$ cat src/rtl/reg_bank_dbuf_if.sv
// Write/commit bus of the double-buffered register bank. The game logic drives
// it as master; the register bank is the slave.
interface reg_bank_dbuf_if #(
  parameter int WIDTH    = 20,
  parameter int CHANNELS = 4
);
  localparam int SEL_W = $clog2(CHANNELS);

  logic                      Load;
  logic [SEL_W-1:0]          Sel;
  logic [WIDTH-1:0]          D;
  logic                      Commit;
  logic                      Clear;
  logic [CHANNELS*WIDTH-1:0] Data_Out;
  logic [CHANNELS-1:0]       Dirty;
  logic                      Pending;
  logic                      Committed;

  modport master (
    output Load, Sel, D, Commit, Clear,
    input  Data_Out, Dirty, Pending, Committed
  );

  modport slave (
    input  Load, Sel, D, Commit, Clear,
    output Data_Out, Dirty, Pending, Committed
  );
endinterface

$ cat src/rtl/reg_bank_dbuf.sv
// Multi-channel register bank: writes are staged per channel and become active
// together on a frame-boundary Commit, or land directly when SHADOW=0.
module reg_bank_dbuf #(
  parameter int               WIDTH     = 20,
  parameter int               CHANNELS  = 4,
  parameter bit               SHADOW    = 1'b1,
  parameter logic [WIDTH-1:0] RESET_VAL = '0
) (
  input  logic           Clk,
  input  logic           Reset_n,
  reg_bank_dbuf_if.slave bus
);
  localparam int SEL_W = $clog2(CHANNELS);

  logic [WIDTH-1:0] act_q [CHANNELS];
  logic [WIDTH-1:0] act_d [CHANNELS];
  logic             load_ok;

  // Out-of-range selects (non-power-of-two CHANNELS) are silently dropped.
  assign load_ok = bus.Load && (32'(bus.Sel) < CHANNELS);

  for (genvar g = 0; g < CHANNELS; g++) begin : g_out
    assign bus.Data_Out[g*WIDTH +: WIDTH] = act_q[g];
  end

  if (SHADOW) begin : g_shadow
    logic [WIDTH-1:0]    stg_q [CHANNELS];
    logic [WIDTH-1:0]    stg_d [CHANNELS];
    logic [CHANNELS-1:0] dirty_q;
    logic [CHANNELS-1:0] dirty_d;
    logic                committed_q;
    logic                committed_d;

    // Clear beats Commit beats Load; a same-channel Commit+Load transfers the
    // old staged value while the new one stays staged and dirty.
    always_comb begin
      act_d       = act_q;
      stg_d       = stg_q;
      dirty_d     = dirty_q;
      committed_d = 1'b0;
      if (bus.Clear) begin
        stg_d   = act_q;
        dirty_d = '0;
      end else begin
        if (bus.Commit) begin
          committed_d = |dirty_q;
          for (int i = 0; i < CHANNELS; i++) begin
            if (dirty_q[i]) begin
              act_d[i]   = stg_q[i];
              dirty_d[i] = 1'b0;
            end
          end
        end
        if (load_ok) begin
          for (int i = 0; i < CHANNELS; i++) begin
            if (bus.Sel == SEL_W'(i)) begin
              stg_d[i]   = bus.D;
              dirty_d[i] = 1'b1;
            end
          end
        end
      end
    end

    always_ff @(posedge Clk or negedge Reset_n) begin
      if (!Reset_n) begin
        for (int i = 0; i < CHANNELS; i++) begin
          act_q[i] <= RESET_VAL;
          stg_q[i] <= RESET_VAL;
        end
        dirty_q     <= '0;
        committed_q <= 1'b0;
      end else begin
        act_q       <= act_d;
        stg_q       <= stg_d;
        dirty_q     <= dirty_d;
        committed_q <= committed_d;
      end
    end

    assign bus.Dirty     = dirty_q;
    assign bus.Pending   = |dirty_q;
    assign bus.Committed = committed_q;
  end else begin : g_direct
    logic unused_ctrl;

    always_comb begin
      act_d = act_q;
      for (int i = 0; i < CHANNELS; i++) begin
        if (load_ok && (bus.Sel == SEL_W'(i))) act_d[i] = bus.D;
      end
    end

    always_ff @(posedge Clk or negedge Reset_n) begin
      if (!Reset_n) begin
        for (int i = 0; i < CHANNELS; i++) act_q[i] <= RESET_VAL;
      end else begin
        act_q <= act_d;
      end
    end

    assign unused_ctrl   = bus.Commit ^ bus.Clear;
    assign bus.Dirty     = '0;
    assign bus.Pending   = 1'b0;
    assign bus.Committed = 1'b0;
  end
endmodule

$ cat src/flat_wrapper.sv
// flat-port wrapper written by rule: the top's interface ports become plain ports
module reg_bank_dbuf_flat 
#(
  parameter int               WIDTH     = 20,
  parameter int               CHANNELS  = 4,
  parameter bit               SHADOW    = 1'b1,
  parameter logic [WIDTH-1:0] RESET_VAL = '0
)
  (Clk, Reset_n, bus_Load, bus_Sel, bus_D, bus_Commit, bus_Clear, bus_Data_Out, bus_Dirty, bus_Pending, bus_Committed);
  reg_bank_dbuf_if #(.WIDTH(WIDTH), .CHANNELS(CHANNELS)) bus_i ();
  input  logic Clk;
  input  logic Reset_n;
  input wire logic [$bits(bus_i.Load)-1:0] bus_Load;
  input wire logic [$bits(bus_i.Sel)-1:0] bus_Sel;
  input wire logic [$bits(bus_i.D)-1:0] bus_D;
  input wire logic [$bits(bus_i.Commit)-1:0] bus_Commit;
  input wire logic [$bits(bus_i.Clear)-1:0] bus_Clear;
  output wire logic [$bits(bus_i.Data_Out)-1:0] bus_Data_Out;
  output wire logic [$bits(bus_i.Dirty)-1:0] bus_Dirty;
  output wire logic [$bits(bus_i.Pending)-1:0] bus_Pending;
  output wire logic [$bits(bus_i.Committed)-1:0] bus_Committed;
  assign bus_i.Load = bus_Load;
  assign bus_i.Sel = bus_Sel;
  assign bus_i.D = bus_D;
  assign bus_i.Commit = bus_Commit;
  assign bus_i.Clear = bus_Clear;
  assign bus_Data_Out = bus_i.Data_Out;
  assign bus_Dirty = bus_i.Dirty;
  assign bus_Pending = bus_i.Pending;
  assign bus_Committed = bus_i.Committed;
  reg_bank_dbuf #(.WIDTH(WIDTH), .CHANNELS(CHANNELS), .SHADOW(SHADOW), .RESET_VAL(RESET_VAL)) u_core (.Clk(Clk), .Reset_n(Reset_n), .bus(bus_i));
endmodule
$ cat config.mk
export PLATFORM = sky130hd
export DESIGN_NAME = reg_bank_dbuf_flat
export DESIGN_NICKNAME = d
export VERILOG_FILES = /design/src/rtl/reg_bank_dbuf_if.sv /design/src/rtl/reg_bank_dbuf.sv /design/src/flat_wrapper.sv
export SDC_FILE = /design/constraint.sdc
export NUM_CORES = 1
export LEC_CHECK = 0
export BUFFER_PORTS_ARGS = -buffer_cell sky130_fd_sc_hd__buf_2
export CELL_PAD_IN_SITES_DETAIL_PLACEMENT = 0
export CELL_PAD_IN_SITES_GLOBAL_PLACEMENT = 1
export CORE_ASPECT_RATIO = 0.6
export CORE_MARGIN = 5
export CORE_UTILIZATION = 45
export CTS_BUF_LIST = sky130_fd_sc_hd__clkbuf_16
export DETAILED_ROUTE_END_ITERATION = 16
export PLACE_DENSITY = 0.81
export RECOVER_POWER = 25
export SYNTH_ARGS = -nofsm -noshare
export SYNTH_HDL_FRONTEND = slang
export SYNTH_SLANG_ARGS = --single-unit
$ cat constraint.sdc
create_clock -name Clk -period 1.3 [get_ports Clk]
set_input_delay 0.26 -clock Clk [delete_from_list [all_inputs] [get_ports Clk]]
set_output_delay 0.26 -clock Clk [all_outputs]
set_load 0.02 [all_outputs]
==> metrics.md <==
| Metric | Value |
|---|---|
| Cts bufs inserted | `17` |
| Critical path type | `register to primary output` |
| Critical Path Fanout Max | `2` |
| Worst slew pin tran | `0.732 ns` |
| Metal1 wirelength | `8860 um` |
| Crit path largest cell delay | `0.54 ns` |
| CTS tree | `yes` |
| Max Cap Violations | `0` |
| Chip height | `106 um` |
| Pwr Total | `15.7 mW` |
| Worst Skew | `0.0104 ns` |
| Slew Viols, Final | `0` |
| Final core area utilization | `60.7%` |
| Final HPWL DP | `12100 um` |
| #FFs+latches synth | `165` |
| Via count | `4944` |
| Peak VDD IR | `0.787 mV` |
| Number of library cell types mapped by synthesis | `19` |
| Sequential share of the synthesized area | `59.2%` |
| # port buffers | `112` |
| Congestion Overflow GR | `0` |
| Core area | `15300 um^2` |
| Diode count | `0` |
| Hold WC Path Type | `input pin to register` |
| Commonest non-fill, non-tap cell in the layout | `dfrtp_1` |
| Area of the die | `18200 um^2` |
| Final setup violation count | `24` |
| Failing checks | `negative setup slack` |
| Htree depth | `4` |
| Tcrit/Tclk final | `134%` |
| RSZ-0062 raised after global routing | `yes` |
| Buffers & Inverters on Critical Path | `1` |
| Vias per inst | `5.19` |
| Wire per inst | `19.7 um` |
| Met2 wire len | `8700 um` |
| P per Cell Area | `1690 nW/um^2` |
| Row count | `35` |
| Hold path startpoint | `bus_Commit` |
| Top sig layer | `met4` |
| Die Wd | `171 um` |
| Synth warn | `0` |
| Vias in the first global route | `5020` |
| Initial antenna violation count | `0` |
| I/O pins | `113` |
| Syn Area/Cell | `12.5 um^2` |
| # DRC | `0` |
| # clock sinks | `165` |
| GP Congestion | `0.781` |
| Share of cells above drive strength 1 | `48.8%` |
| Delay-heaviest family, CP | `simple AND/OR/NAND/NOR gates` |
| Router iterations before antenna repair | `4` |
| Worst-path clk slew | `0.06 ns` |
| DRC violation total after the first TritonRoute iteration | `440` |
| Pin count of the biggest net entering global routing | `46` |
| WL final | `18800 um` |
| FF-to-FF Start | `u_core.bus.Dirty[1]` |
| P&R area growth vs syn | `33.0%` |
| Status | `finished with violations` |
| Clock latency on the worst-skew pair | `0.43 ns` |
| Leakage power | `5.00 nW` |
| Final Hold Fails | `0` |
| Crit-path cells | `or4_4 -> buf_6` |
| CP arrival | `1.48 ns` |
| GR Util All Layers | `20.4%` |
| Critical-path top delay cell | `or4_4` |
| # nets final | `764` |
| Crit end category | `primary output` |
| Met3 wire length | `1050 um` |
| First-pass GRT wire length | `28200 um` |
| Most frequent cells in the layout | `dfrtp_1, nand2_1, mux2_2, buf_2, buf_4` |
| Starting Density | `45.6%` |
| Max Root-Sink Buffers | `2` |
| Syn nets | `585` |
| Data required, critical path | `1.04 ns` |
| Root buffer cell | `clkbuf_16` |
| CP startpoint kind | `register` |
| Final worst setup slack | `-0.444 ns` |
| Rel. slew slack | `51.2%` |
| Antenna Nets Post-Route | `0` |
| Peak Freq | `0.573 GHz` |
| FILL cells | `1178` |
| Synthesized area | `6980 um^2` |
| Crit path time final | `1.74 ns` |
| Post-Synthesis Cells | `558` |
| Critical path origin | `u_core.bus.Dirty[0]` |
## worst reg2reg max path, cell delays in order, from the launching register on
cell	delay, ns
dfrtp_1	0.35
clkbuf_1	0.31
nand2_8	0.13
clkbuf_16	0.19
mux2_2	0.27
## per-stage QoR
step	cell area [um^2]	TNS, ns	std cells	worst slack [ns]	hold slack, ns
final	9280	-1.74	953	-0.444	0.229
after global routing	9280	-3.44	953	-0.484	0.227
after CTS	8960	-1.24	934	-0.452	0.218
after detailed placement	8170	-29.57	892	-0.466	0.148
after global placement	8170	-27.44	892	-0.426	0.147
after floorplan	6980	-0.657	558	-0.0321	-0.0356
## registers in the layout, indices dropped and copies added, names as in the netlist
name	cells
u_core.bus.Dirty	4
u_core.bus.Committed	1
u_core.g_shadow.stg_q	80
u_core.bus.Data_Out	80
## synthesized netlist by cell type
master,instances,area (um^2)
buf_2,15,75.1
dfrtp_1,165,4130
a21oi_1,24,120
and2_1,1,6.26
mux2_4,20,300
nand3_1,1,5.00
or3b_1,1,8.76
buf_6,3,33.8
or4_1,1,7.51
nand2_1,144,541
a21o_1,20,150
mux2_2,120,1350
nand3b_1,2,15.0
nor2b_1,3,18.8
nand2b_1,24,150
buf_1,2,7.51
nor2b_4,1,13.8
clkbuf_1,10,37.5
a31oi_1,1,6.26
## final cells by class
cell class | count | area (um^2) | area share, %
Sequential cell | 165 | 4130 | 44.5
Multi-Input combinational cell | 364 | 2810 | 30.3
Timing Repair Buffer | 189 | 1470 | 15.8
Clock buffer | 17 | 425 | 4.58
Tap cell | 203 | 254 | 2.74
Clock inverter | 15 | 190 | 2.05
## layer usage
layer	global-route usage (%)	vias to the layer above
met5	0	-
li1	-	2239
met4	5.47	0
met3	5.28	16
met1	29.1	2570
met2	31.2	119
## logic make-up after synthesis
group                  Yosys count  share of synthesized area (%)
AO/OA/AOI/OAI                   45                           3.96
multiplexers                   140                           23.7
AND/OR/NAND/NOR                178                           11.0
flip-flops                     165                           59.2
buffers and inverters           30                           2.21
## worst paths after layout
| kind | end | slack, ns | depth (start not counted) |
|---|---|---|---|
| setup reg to reg | u_core.bus.Data_Out[31] | -0.07 | 4 |
| hold reg to reg | u_core.g_shadow.stg_q[9] | 0.47 | 1 |
| hold / removal | u_core.bus.Dirty[2] | 0.23 | 4 |
| setup / recovery | bus_Pending | -0.44 | 2 |
| min in group asynchronous | u_core.bus.Data_Out[4] | 0.43 | 2 |
| max in group asynchronous | u_core.bus.Dirty[2] | 0.13 | 3 |
## power by group
group | switching (mW) | internal (mW)
Sequential | 0.725 | 6.10
Combinational | 1.83 | 1.78
Clock | 2.09 | 3.20
Total | 4.64 | 11.1
## repair_timing
item | in CTS | in global routing
setup endpoints to repair | 54 | 50
hold endpoints to repair | 42 | 0
hold buffers | 1 | 0
gates cloned | 3 | 4
buffers inserted | 6 | 16
pin swaps | 1 | 0
resized for setup | 18 | 34
Note: power is estimated with default switching activity, not from simulation.
